===== src/rtl/joybus_line_ctrl.sv =====
// Host-side N64 joybus sequencer: sends one command byte plus stop bit on the
// open-drain line, then decodes the controller reply by pulse width.
module joybus_line_ctrl #(
  parameter int unsigned CLK_PER_US = 50,
  parameter int unsigned TIMEOUT_US = 64
) (
  input  logic        sys_clk,
  input  logic        sys_rst_n,
  input  logic        start,
  input  logic [7:0]  tx_cmd,
  input  logic [2:0]  rx_len,
  input  logic        line_in,
  output logic        line_oe,
  output logic        busy,
  output logic        done,
  output logic        timeout,
  output logic [31:0] rx_data
);

  localparam int unsigned TO_CYC = TIMEOUT_US * CLK_PER_US;
  localparam int unsigned MAXC   = (TO_CYC > 3 * CLK_PER_US) ? TO_CYC : 3 * CLK_PER_US;
  localparam int unsigned CW     = $clog2(MAXC + 1);

  localparam logic [CW-1:0] C_1US = CW'(CLK_PER_US - 1);
  localparam logic [CW-1:0] C_2US = CW'(2 * CLK_PER_US - 1);
  localparam logic [CW-1:0] C_3US = CW'(3 * CLK_PER_US - 1);
  localparam logic [CW-1:0] C_TO  = CW'(TO_CYC - 1);

  typedef enum logic [2:0] {
    IDLE, TX_LOW, TX_HIGH, TX_STOP, RX_WAIT, RX_LOW, RX_STOP, FINISH
  } state_t;

  state_t        r_state, w_next;
  logic [CW-1:0] r_cnt;
  logic [7:0]    r_cmd;
  logic [2:0]    r_bit_idx;
  logic [2:0]    r_len;
  logic [5:0]    r_rx_cnt;
  logic [31:0]   r_rx_data;
  logic          r_line_d;
  logic          r_stop_low;
  logic          r_timeout;

  logic w_fall, w_rise, w_tx_bit, w_rx_bit, w_last_bit;
  logic w_accept, w_bit_adv, w_shift, w_to, w_cnt_clr, w_stop_fall;

  assign w_fall     = r_line_d & ~line_in;
  assign w_rise     = ~r_line_d & line_in;
  assign w_tx_bit   = r_cmd[r_bit_idx];
  // r_cnt + 1 is the number of low cycles seen when the rising edge arrives
  assign w_rx_bit   = (r_cnt < C_2US);
  assign w_last_bit = ((r_rx_cnt + 6'd1) == {r_len, 3'b000});

  always_ff @(posedge sys_clk or negedge sys_rst_n) begin
    if (!sys_rst_n) r_state <= IDLE;
    else            r_state <= w_next;
  end

  always_comb begin
    w_next      = r_state;
    w_accept    = 1'b0;
    w_bit_adv   = 1'b0;
    w_shift     = 1'b0;
    w_to        = 1'b0;
    w_stop_fall = 1'b0;
    unique case (r_state)
      IDLE: if (start) begin
        w_accept = 1'b1;
        w_next   = TX_LOW;
      end
      TX_LOW:  if (r_cnt == (w_tx_bit ? C_1US : C_3US)) w_next = TX_HIGH;
      TX_HIGH: if (r_cnt == (w_tx_bit ? C_3US : C_1US)) begin
        w_bit_adv = 1'b1;
        w_next    = (r_bit_idx == 3'd0) ? TX_STOP : TX_LOW;
      end
      TX_STOP: if (r_cnt == C_1US) w_next = (r_len == 3'd0) ? FINISH : RX_WAIT;
      RX_WAIT: begin
        if (w_fall) w_next = RX_LOW;
        else if (r_cnt == C_TO) begin
          w_to   = 1'b1;
          w_next = IDLE;
        end
      end
      RX_LOW: begin
        if (w_rise) begin
          w_shift = 1'b1;
          w_next  = w_last_bit ? RX_STOP : RX_WAIT;
        end else if (r_cnt == C_TO) begin
          w_to   = 1'b1;
          w_next = IDLE;
        end
      end
      RX_STOP: begin
        // The stop bit's falling edge restarts the idle timer for the rising edge
        if (!r_stop_low && w_fall) w_stop_fall = 1'b1;
        else if (r_stop_low && w_rise) w_next = FINISH;
        else if (r_cnt == C_TO) begin
          w_to   = 1'b1;
          w_next = IDLE;
        end
      end
      FINISH:  w_next = IDLE;
      default: w_next = IDLE;
    endcase
    w_cnt_clr = (w_next != r_state) | w_stop_fall | (r_state == IDLE);
  end

  always_ff @(posedge sys_clk or negedge sys_rst_n) begin
    if (!sys_rst_n) begin
      r_cnt      <= '0;
      r_cmd      <= '0;
      r_bit_idx  <= '0;
      r_len      <= '0;
      r_rx_cnt   <= '0;
      r_rx_data  <= '0;
      r_line_d   <= 1'b1;
      r_stop_low <= 1'b0;
      r_timeout  <= 1'b0;
    end else begin
      r_line_d  <= line_in;
      r_timeout <= w_to;
      r_cnt     <= w_cnt_clr ? '0 : r_cnt + CW'(1);
      if (w_accept) begin
        r_cmd     <= tx_cmd;
        r_len     <= (rx_len > 3'd4) ? 3'd4 : rx_len;
        r_bit_idx <= 3'd7;
        r_rx_cnt  <= '0;
        r_rx_data <= '0;
      end
      if (w_bit_adv) r_bit_idx <= r_bit_idx - 3'd1;
      if (w_shift) begin
        r_rx_data <= {r_rx_data[30:0], w_rx_bit};
        r_rx_cnt  <= r_rx_cnt + 6'd1;
      end
      if (r_state != RX_STOP) r_stop_low <= 1'b0;
      else if (w_stop_fall)   r_stop_low <= 1'b1;
    end
  end

  assign line_oe = (r_state == TX_LOW) || (r_state == TX_STOP);
  assign busy    = (r_state != IDLE) && (r_state != FINISH);
  assign done    = (r_state == FINISH);
  assign timeout = r_timeout;
  assign rx_data = r_rx_data;

endmodule


===== config.mk =====
export PLATFORM = sky130hd
export DESIGN_NAME = joybus_line_ctrl
export DESIGN_NICKNAME = d
export VERILOG_FILES = /design/src/rtl/joybus_line_ctrl.sv
export SDC_FILE = /design/constraint.sdc
export NUM_CORES = 1
export LEC_CHECK = 0
export BUFFER_PORTS_ARGS = -buffer_cell sky130_fd_sc_hd__buf_4
export CORE_AREA = 2 2 83 85
export CTS_CLUSTER_DIAMETER = 120
export CTS_CLUSTER_SIZE = 25
export DETAILED_ROUTE_END_ITERATION = 10
export DIE_AREA = 0 0 85 87
export HOLD_SLACK_MARGIN = 0.15
export MAX_ROUTING_LAYER = met4
export PLACE_DENSITY = 0.78
export SYNTH_ARGS = -nofsm -noshare
export SYNTH_HDL_FRONTEND = slang
export SYNTH_SLANG_ARGS = --single-unit
export TNS_END_PERCENT = 20

===== constraint.sdc =====
create_clock -name sys_clk -period 3.07 [get_ports sys_clk]
set_clock_uncertainty 0.1 [all_clocks]
set_input_delay 0.1535 -clock sys_clk [delete_from_list [all_inputs] [get_ports sys_clk]]
set_output_delay 0.1535 -clock sys_clk [all_outputs]
set_load 0.01 [all_outputs]

Word level (Yosys, flattened, before mapping)
Cells that the tools add are included.
Storage, ports and cells
  register bits after elaboration: 70
  input bits: 15
  output and inout bits: 36
  word-level logic and storage cells: 90
Cells by class
  add/subtract/negate cells: 3
  $lt $le $gt $ge: 3
  eq/ne operators: 15
  mux-type cells: 41
  bitwise logic cells: 6
  reduce and logical (&&, ||, !) cells: 12
Operator list (number)
  two-way mux 32 bit: 2
  two-way mux 3 bit: 12
  == test 12 x 8 -> 1 bit: 2
  case mux 3 bit (8 select lines): 1
  two-way mux 1 bit: 16
  two-way mux 8 bit: 2
  adder 12 x 1 -> 12 bit (second input constant): 1
  == test 12 bit (second input constant): 1
  == test 12 x 6 -> 1 bit (second input constant): 1
  == test 3 bit (second input constant): 4
  < comparator 12 x 7 -> 1 bit (second input constant): 1
  two-way mux 12 bit: 1
  two-way mux 6 bit: 2
  logical NOT 3 bit: 3
  adder 6 x 1 -> 6 bit (second input constant): 1
  == test 3 x 2 -> 1 bit (second input constant): 2
  == test 6 bit: 1
  two-way mux 2 bit: 3
  inequality test 3 bit (second input constant): 2
  nonzero test 2 bit: 3
  < comparator 3 x 4 -> 1 bit (second input constant): 1
  binary-select mux 1 bit (select 3 bit): 1
  == test 3 x 1 -> 1 bit (second input constant): 1
  > comparator 3 bit (second input constant): 1
  other kinds (10): 15

Depth between registers and ports, before layout
Gate-level depths: netlist of the first run.
  depth after elaboration: 10
  depth in mapped cells: 9
  gate-level depth less buffers: 7

Worst setup path before layout of the first run
No wires, ideal clock.
  path type: register to register
  from: register r_bit_idx[0]
  to: register r_cnt[10]
  setup time: 86 ps
  arrival time: 1998 ps
  data required time: 2884 ps
  slack: 886 ps
  stages on the path, launching flop included: 7
  path buffers: 1
  period minus slack after synthesis: 2184 ps
  cells stage by stage: dfrtp_1 mux4_2 mux2i_4 mux2i_1 nand3_1 buf_6 nor3_1
On the way
  longest elaborated chain between the ends: 10
  elaborated cells between the ends (all ways): 15
  classes of those cells: eq/ne: 3; mux: 9; bitwise: 2; reduce/logical: 1
Ends and longest elaborated chain
  start, declared: RTL line 36  | logic [2:0] r_bit_idx;
  start signal, assigned: RTL line 130  | if (w_bit_adv) r_bit_idx <= r_bit_idx - 3'd1;
  binary-select mux 1 bit (select 3 bit): RTL line 49  | assign w_tx_bit = r_cmd[r_bit_idx];
  two-way mux 1 bit (not written as such): RTL line 49
  two-way mux 8 bit (on tied branches): RTL line 72, 71
  == test 12 x 8 -> 1 bit (on tied branches): RTL line 72, 71
  two-way mux 3 bit (on tied branches): RTL line 72, 71
  case mux 3 bit (8 select lines) (*): RTL line 66  | unique case (r_state)
  inequality test 3 bit (*): RTL line 105  | w_cnt_clr = (w_next != r_state) | w_stop_fall | (r_state == IDLE);
  bitwise OR 1 bit (*) (2 in series): RTL line 105
  two-way mux 12 bit (*): RTL line 122  | r_cnt <= w_cnt_clr ? '0 : r_cnt + CW'(1);
  end signal, assigned: RTL line 122
  end, declared: RTL line 34  | logic [CW-1:0] r_cnt;
Every way passes the cells marked *; elsewhere a longest branch is shown, timed or not. The select of a mux whose other input is x is not followed.
A chain may end at the register's enable or synchronous reset.

Worst setup path after layout of the first run
  from: register r_bit_idx[0]
  to: register r_cnt[9]
The elaborated chain is that of the path after synthesis.

==> results.md, run 1 <==
- The cell taking the most area after synthesis is sky130_fd_sc_hd__dfrtp_1.
- On the worst path, the slowest cell contributes a delay of about 0.56 ns.
- The fraction of layout instances using a drive strength above 1 is between 10% and 20%.
- The data arrival time at the worst-slack endpoint is approximately 2.8 ns.
- The floorplan has 30 rows.
- The synthesized design contains 0 enable-type register cells.
- The number of nets handed over by synthesis was just over 400.
- Detailed routing inserted a total of 2962 vias.
- The total negative slack is 0 ns.
- Max-cap violations in this run came to 0.
- Once the floorplan was initialized, standard cells occupied between 50 and 60% of the core.
- The post-layout utilization of the core is between 60% and 70%.
- The first-pass GRT wire length is roughly 13000 um.
- The hold violation count in the final report is 0.
- 51 I/O pins were placed.
- The sequential cell fraction of total power is a little under 50%.
- The synthesized netlist occupies a cell area of around 3600 um2.
- The post-synthesis sequential element count is 70.
- The count of pins over their slew limit was 0.
- The dominant synthesized flop cell is sky130_fd_sc_hd__dfrtp_1.
- Setup repair after global routing left no endpoint under its margin.
- The largest driver fanout on the critical path is 12.
- The first detailed-routing pass ran for 4 iterations.
- The post-layout minimum cycle time is between 2 and 3 ns.
- The portion of synthesized cell area occupied by the leading cell type is around half.
- The total grt overflow is 0.
- The worst vdd rail ir drop is roughly 0.41 mV.
- The combinational share of power is 14.0%.
- At the end of the flow, the number of nets in the layout was between 400 and 500.
- Hold is met by 0.362 ns.
- The final worst-path cycle share is a little under nine tenths.
- STA classifies the critical path startpoint as a register.
- The number of cells produced by synthesis is roughly 400.
- The count of input and output buffers is 50.
- In this run the post-CTS setup repair buffer count came out at 0.
- The area overhead of the layout relative to synthesis is 20.8%.
- The flow ran to the end, and the final reports show no timing, DRC or antenna violations.
- For this run, design rule violations remaining after detail routing come to 0.
- The number of inserted filler cells in the final layout is just over 500.
- Summed over all nets, the half-perimeter wirelength after detailed placement is about 5100 um.
- In this run the vertical extent of the chip is a little under 90 um.
- The number of DRC violations after detailed-routing iteration 0 is approximately 190.
- Counting flops with an async set or reset pin after synthesis yields a share of between 90% and 100%.
- The critical path goes through mux4_2 -> mux2i_4 -> mux2i_1 -> nand3_1 -> nor3_1.
- The die area is roughly 7400 um2.
- The worst min-delay path class is in -> async.
- The most numerous cell in the Yosys netlist is sky130_fd_sc_hd__nand2_1.
- The horizontal extent of the die is ~85 um.
- In this run, the clock network consumes between 30% and 40% of the power.
- For this block, the routed nets add up to a little under 8000 um of wire.
- The number of antenna cells inserted is 0.
- The analysis attributes to cell leakage a power of 2.19 nW.
- STA classifies the critical path endpoint as a register.
- The global-route usage over all layers is around a quarter.
- Clock-pin slew was measured on the worst setup and hold paths at around 0.070 ns.
- The initial antenna violation count is 0.
- The number of vias per cell is around 5.6.
- In this run the power density over the cells is ~500 nW/um2.
- By area the synthesized netlist is led by sky130_fd_sc_hd__dfrtp_1, sky130_fd_sc_hd__nand2_1, sky130_fd_sc_hd__nand3_1.
- The largest net degree at the start of global routing is 71.
- On the critical path, the stage with the largest delay is an instance of sky130_fd_sc_hd__mux4_2.
- Net switching is around a quarter of the power.
- Setup violations remaining at the end of the flow were counted as 0.
- Summed over all nets, the switching power comes to between 0.5 and 0.6 mW.
- The type of the worst setup path is reg -> reg.
- The sequential fraction of the synthesis area is between 40% and 50%.
- The number of buffers on the longest clock path is 2.
- STA puts the critical path data required time at 3.21 ns.
- The core region area is approximately 6600 um2.
- TritonCTS built the clock tree.
- The clock sink count is 70.
- The critical path contains buffers and inverters numbering 0 combined.
- The count of nets left with antenna violations once routing finished came out at 0.
- The count of unique library cells instantiated by Yosys is 57.
- The mean routed wirelength per cell is between 10 and 15 um.
- The H-tree was split into 3 levels.
- The number of cells on the worst reg-to-reg path is 5.
- At the end of routability-driven placement, the weighted congestion stood at between 0.9 and 1.
- By count the netlist is led by sky130_fd_sc_hd__nand2_1, sky130_fd_sc_hd__dfrtp_1, sky130_fd_sc_hd__nand3_1.
- The number of global-route vias before repair is about 2900.
- In this run the mean area of a mapped cell was 9.18 um2.
- Yosys printed 0 warnings.
- The transition time at the pin with the least slew margin is roughly 0.86 ns.
- In this run the tightest slew margin relative to its limit is between 40% and 50%.
- The clock root buffer is sky130_fd_sc_hd__clkbuf_8.
- In this run the number of cells on the critical path is 5.
- The internal portion of the total power is between 1.5 and 2 mW.
- The top cell family by delay on the critical path is multiplexers.
- The maximum clock frequency is about 380 MHz.
- The clock latency on the worst-skew pair is between 0.3 and 0.4 ns.
- Counting the buffers created by CTS gives 9.
## per-stage QoR
| step | power, mW | worst slack [ns] | cells | area (um2) |
|---|---|---|---|---|
| after floorplan | 1.30 | 0.886 | 391 | 3590 |
| after global placement | 1.37 | 0.577 | 500 | 3980 |
| after detailed placement | 1.38 | 0.451 | 500 | 3980 |
| after CTS | 2.21 | 0.422 | 530 | 4340 |
| after global routing | 2.30 | 0.158 | 530 | 4340 |
| final | 2.19 | 0.427 | 530 | 4340 |
## worst reg2reg max path, stage by stage, from the launching register on
cell	delay [ns]
sky130_fd_sc_hd__dfrtp_1	0.43
sky130_fd_sc_hd__mux4_2	0.56
sky130_fd_sc_hd__mux2i_4	0.24
sky130_fd_sc_hd__mux2i_1	0.46
sky130_fd_sc_hd__nand3_1	0.42
sky130_fd_sc_hd__nor3_1	0.33
## placed cells by master (no fill, tap or decap), types with 2 or more instances in the layout
| cell type | n |
|---|---|
| sky130_fd_sc_hd__nand2b_1 | 4 |
| sky130_fd_sc_hd__nand4_1 | 5 |
| sky130_fd_sc_hd__nand2_1 | 106 |
| sky130_fd_sc_hd__buf_4 | 54 |
| sky130_fd_sc_hd__xnor2_1 | 9 |
| sky130_fd_sc_hd__or4bb_1 | 2 |
| sky130_fd_sc_hd__o21ai_0 | 15 |
| sky130_fd_sc_hd__nor4_1 | 3 |
| sky130_fd_sc_hd__inv_1 | 7 |
| sky130_fd_sc_hd__a21oi_1 | 5 |
| sky130_fd_sc_hd__o31ai_1 | 2 |
| sky130_fd_sc_hd__or3_2 | 2 |
| sky130_fd_sc_hd__bufinv_16 | 2 |
| sky130_fd_sc_hd__a22oi_1 | 3 |
| sky130_fd_sc_hd__nor3_1 | 13 |
| sky130_fd_sc_hd__dfrtp_1 | 69 |
| sky130_fd_sc_hd__dlygate4sd3_1 | 14 |
| sky130_fd_sc_hd__mux2i_1 | 5 |
| sky130_fd_sc_hd__clkinv_2 | 2 |
| sky130_fd_sc_hd__a31oi_1 | 2 |
| sky130_fd_sc_hd__mux4_2 | 2 |
| sky130_fd_sc_hd__or3b_2 | 2 |
| sky130_fd_sc_hd__o211ai_1 | 2 |
| sky130_fd_sc_hd__and3_1 | 4 |
| sky130_fd_sc_hd__clkbuf_1 | 2 |
| sky130_fd_sc_hd__xor2_1 | 7 |
| sky130_fd_sc_hd__nor4_4 | 2 |
| sky130_fd_sc_hd__nand3_1 | 41 |
| sky130_fd_sc_hd__nor2b_1 | 5 |
| sky130_fd_sc_hd__nor2_1 | 14 |
| sky130_fd_sc_hd__a32oi_1 | 2 |
| sky130_fd_sc_hd__ha_1 | 6 |
| sky130_fd_sc_hd__clkbuf_8 | 10 |
## layer usage
layer / routed length (um) / up-vias / track usage (%)
li1: - / 1447 / -
met1: 3470 / 1431 / 29.5
met2: 3910 / 75 / 37.5
met3: 410 / 9 / 5.31
met4: 98 / 0 / 7.50
met5: 0 / - / -
## timing repair
action	in CTS	in global routing
hold buffers	14	0
resized for setup	0	0
endpoints found under the hold margin	83	0
## flip-flops by register name, summed over array words and instances, names as in the netlist, 3 cells and up
register,count
r_bit_idx,3
r_cmd,8
r_cnt,12
r_len,3
r_rx_cnt,6
r_state,3
rx_data,32
## power groups by stage
stage | combinational [mW] | sequential (mW) | clock, mW
after floorplan | 0.241 | 1.06 | 0
after global placement | 0.282 | 1.09 | 0
after detailed placement | 0.290 | 1.09 | 0
after CTS | 0.307 | 1.07 | 0.827
after global routing | 0.342 | 1.09 | 0.867
final | 0.307 | 1.08 | 0.809
## kinds of logic (layout without fill, tap and decap cells)
group,count (synthesis),count (layout),share of synthesized area [%]
AO/OA/AOI/OAI,41,41,7.80
XOR/XNOR,16,16,3.90
adder cells (fa/ha/maj),6,6,2.09
buffers and inverters,32,91,4.22
flip-flops,70,70,48.8
multiplexers,9,9,3.59
AND/OR/NAND/NOR,217,217,29.6
## cell type report
class | instances | area (um2) | area share [%]
clock inverters | 4 | 70.1 | 1.62
clock buffers | 12 | 145 | 3.35
well taps | 80 | 100 | 2.31
repair buffers | 68 | 546 | 12.6
multi-input cells | 289 | 1700 | 39.1
inverters | 7 | 26.3 | 0.606
flip-flops and latches | 70 | 1750 | 40.4
## path summary, 6_finish.rpt
kind | from | to | slack (ns)
worst max register to register | r_bit_idx[0] | r_cnt[9] | 0.43
worst max-delay path | r_bit_idx[0] | r_cnt[9] | 0.43
min in group sys_clk | r_cmd[7] | r_cmd[7] | 0.38
max in group asynchronous | sys_rst_n | r_cnt[3] | 1.93
worst min-delay path | sys_rst_n | r_cmd[1] | 0.36
worst min register to register | r_cmd[7] | r_cmd[7] | 0.38
(Power assumes the default switching activity.)
==> run 2: changes to the inputs <==
Settings changed: CORE_AREA 2 2 83 85 to 2 2 82 84, CTS_BUF_LIST from default to sky130_fd_sc_hd__clkbuf_8, DIE_AREA 0 0 85 87 to 0 0 84 86, PLACE_DENSITY 0.78 to 0.79.
==> run 2 against run 1 <==
  * Via count increased by 0.30%
  * Cell area decreased by 1.4%
  * Largest cell class unchanged
  * Routed wire length decreased by 4.1%
  * Worst hold slack improved by 0.0087 ns
  * Highest routed layer unchanged
  * Fmax increased by 0.39%
==> results.md, run 2 (synthesized netlist as in run 1, its figures left out) <==
- In this run the most used layer during global routing was met2.
- The mean routed wirelength per cell is 14.4 um (-3.2%).
- The largest net degree at the start of global routing is 71 (unchanged).
- The combined buffer and inverter count along the critical path came to 0 (unchanged).
- The clock root buffer is sky130_fd_sc_hd__clkbuf_8.
- The library cell used most frequently in the layout, excluding fill and tap cells, is sky130_fd_sc_hd__nand2_1.
- The area of all placed cells without fillers was 4280 um2 (-1.4%).
- The critical path goes through mux4_2 -> mux2i_4 -> mux2i_1 -> nand3_1 -> nor3_1.
- The critical path endpoint category is a register.
- TritonCTS built the clock tree.
- The horizontal extent of the die was 84 um (-1.2%).
- The type of the worst setup path is reg -> reg.
- Setup repair after global routing left no endpoint under its margin.
- The total number of nets in the final design came to 465 (-0.21%).
- The top cell types in the final layout, fill and taps aside, are sky130_fd_sc_hd__nand2_1, sky130_fd_sc_hd__dfrtp_1, sky130_fd_sc_hd__buf_4.
- The clock sink count came to 70 (unchanged).
- The number of optimization iterations in the first detailed-route pass came to 5 (+1).
- The number of flip-flops under the largest register name is 32 (unchanged).
- The number of buffers on the longest clock path was 2 (unchanged).
- The number of global-route vias before repair came to 2751 (-3.7%).
- The I/O pin count is 51 (unchanged).
- The power density over the cells was 472 nW/um2 (-6.7%).
- The chip height is 86 um (-1.1%).
- The critical path data required time is 3.21 ns (about the same).
- The met2 track utilization from global routing is 35.1% (-2.4 points).
- The largest driver fanout on the critical path came to 12 (unchanged).
- The total grt overflow is 0 (unchanged).
- The global-route met1 utilization is 31.1% (+1.6 points).
- The fraction of layout instances using a drive strength above 1 is 19.2% (-0.58 points).
- The total placed instance area is 3970 um2 (-0.28%).
- The die area is 7220 um2 (-2.3%).
- The static leakage is 2.17 nW (-0.77%).
- The routability-driven placement congestion ratio is 0.929 (+0.42%).
- The hold violation count in the final report is 0 (unchanged).
- The routed wire length is 7560 um (-4.1%).
- The run finished with clean final reports.
- The worst vdd rail ir drop is 0.299 mV (-27%).
- The critical path launch point type is a register.
- The maximum clock frequency is 380 MHz (+0.39%).
- The clock latency on the worst-skew pair is 0.34 ns (about the same).
- The storage element area was 1750 um2 (unchanged).
- The count of pins over their slew limit is 0 (unchanged).
- The top cell family by delay on the critical path is multiplexers.
- The core region area is 6280 um2 (-4.4%).
- The transition time at the pin with the least slew margin is 0.868 ns (+0.00498 ns).
- The number of placement rows was 29 (-3.3%).
- The starting density of the core is 57.2% (+2.5 points).
- The total negative slack came to 0 ns (unchanged).
- The clock transition at the register clock pins on the worst setup and hold paths after CTS is 0.07 ns (about the same).
- The data arrival time at the worst-slack endpoint is 2.77 ns (about the same).
- The final worst-path cycle share came to 85.8% (-0.33 points).
- The number of H-tree branching levels is 3 (unchanged).
- The number of vias per cell is 5.66 (+1.3%).
- The most critical setup path has its startpoint at r_bit_idx[0].
- The number of DRC violations after detailed-routing iteration 0 was 257 (+33%).
- The overall power is 2.02 mW (-7.9%).
- The number of remaining DRC errors is 0 (unchanged).
- The number of instances resized during post-cts repair came to 0 (unchanged).
- The startpoint of the lowest-slack register-to-register path is r_bit_idx[0].
- The worst min-delay path class is in -> async.
- The global-route usage over all layers is 23.2% (-0.070 points).
- The number of endpoints failing setup at the final stage is 0 (unchanged).
- The first-pass GRT wire length is 13000 um (-1.9%).
- The max-cap check violation count is 0 (unchanged).
- The delay of the slowest critical-path stage was 0.55 ns (about the same).
- The initial antenna violation count is 0 (unchanged).
- The number of buffers inserted during clock tree synthesis came to 9 (unchanged).
- The placed wire-length estimate after detailed placement is 4800 um (-6.2%).
- The count of input and output buffers is 50 (unchanged).
- The area overhead of the layout relative to synthesis is 19.1%.
- The number of antenna cells inserted is 0 (unchanged).
- The global routing met3 resource utilization is 4.52% (-0.78 points).
- The final antenna-violating net count is 0 (unchanged).
- The largest individual stage delay along the critical path comes from the cell sky130_fd_sc_hd__mux4_2.
- The number of inserted filler cells in the final layout came to 493 (-3.9%).
- The via count came to 2971 (+0.30%).
- The worst slew margin relative to its limit is 42.1% (-0.33 points).
- The total area of multi-input combinational cells is 1700 um2 (unchanged).
- The worst-case hold slack is 0.371 ns (+0.00874 ns).
- The post-layout minimum cycle time is 2.63 ns (-0.0102 ns).
[run 2: final cells by class]
type | instances | share of cell area, %
flip-flops and latches | 70 | 41.0
multi-input cells | 289 | 39.7
repair buffers | 67 | 12.6
clock buffers | 11 | 3.54
well taps | 77 | 2.25
inverters | 7 | 0.614
clock inverters | 4 | 0.380
[run 2: path summary, 6_finish.rpt]
check                              endpoint  slack, ns  depth (start not counted)
worst max-delay path              r_cnt[10]       0.44                          5
worst max register to register    r_cnt[10]       0.44                          5
worst min-delay path                timeout       0.37                          2
worst min register to register     r_cmd[7]       0.38                          2
min in group sys_clk               r_cmd[7]       0.38                          2
max in group asynchronous       rx_data[13]       1.93                          2
[run 2: what timing repair did]
action                                 4_1_cts  5_1_grt
setup buffers                                0        0
endpoints found under the hold margin       83        0
hold buffers                                14        0
[run 2: routing by layer]
metal / part of all wire (%) / routed length (um)
met5: 0 / 0
met4: 1.8 / 135
met3: 4.4 / 329
met2: 47 / 3550
met1: 47 / 3550
[run 2: report_power, final]
group / internal, mW / leakage [nW] / total [mW] / switching (mW)
Sequential: 1.00 / 0.932 / 1.07 / 0.0738
Combinational: 0.149 / 1.14 / 0.308 / 0.160
Clock: 0.323 / 0.0990 / 0.638 / 0.315
Total: 1.47 / 2.17 / 2.02 / 0.549
[run 2: stage by stage]
step | instances | setup WS [ns] | utilization [%]
after CTS | 525 | 0.485 | 68.1
after global routing | 525 | 0.294 | 68.1
after detailed placement | 496 | 0.492 | 63.2
after global placement | 496 | 0.591 | 63.2
final | 525 | 0.437 | 68.1
after floorplan | 391 | 0.886 | -
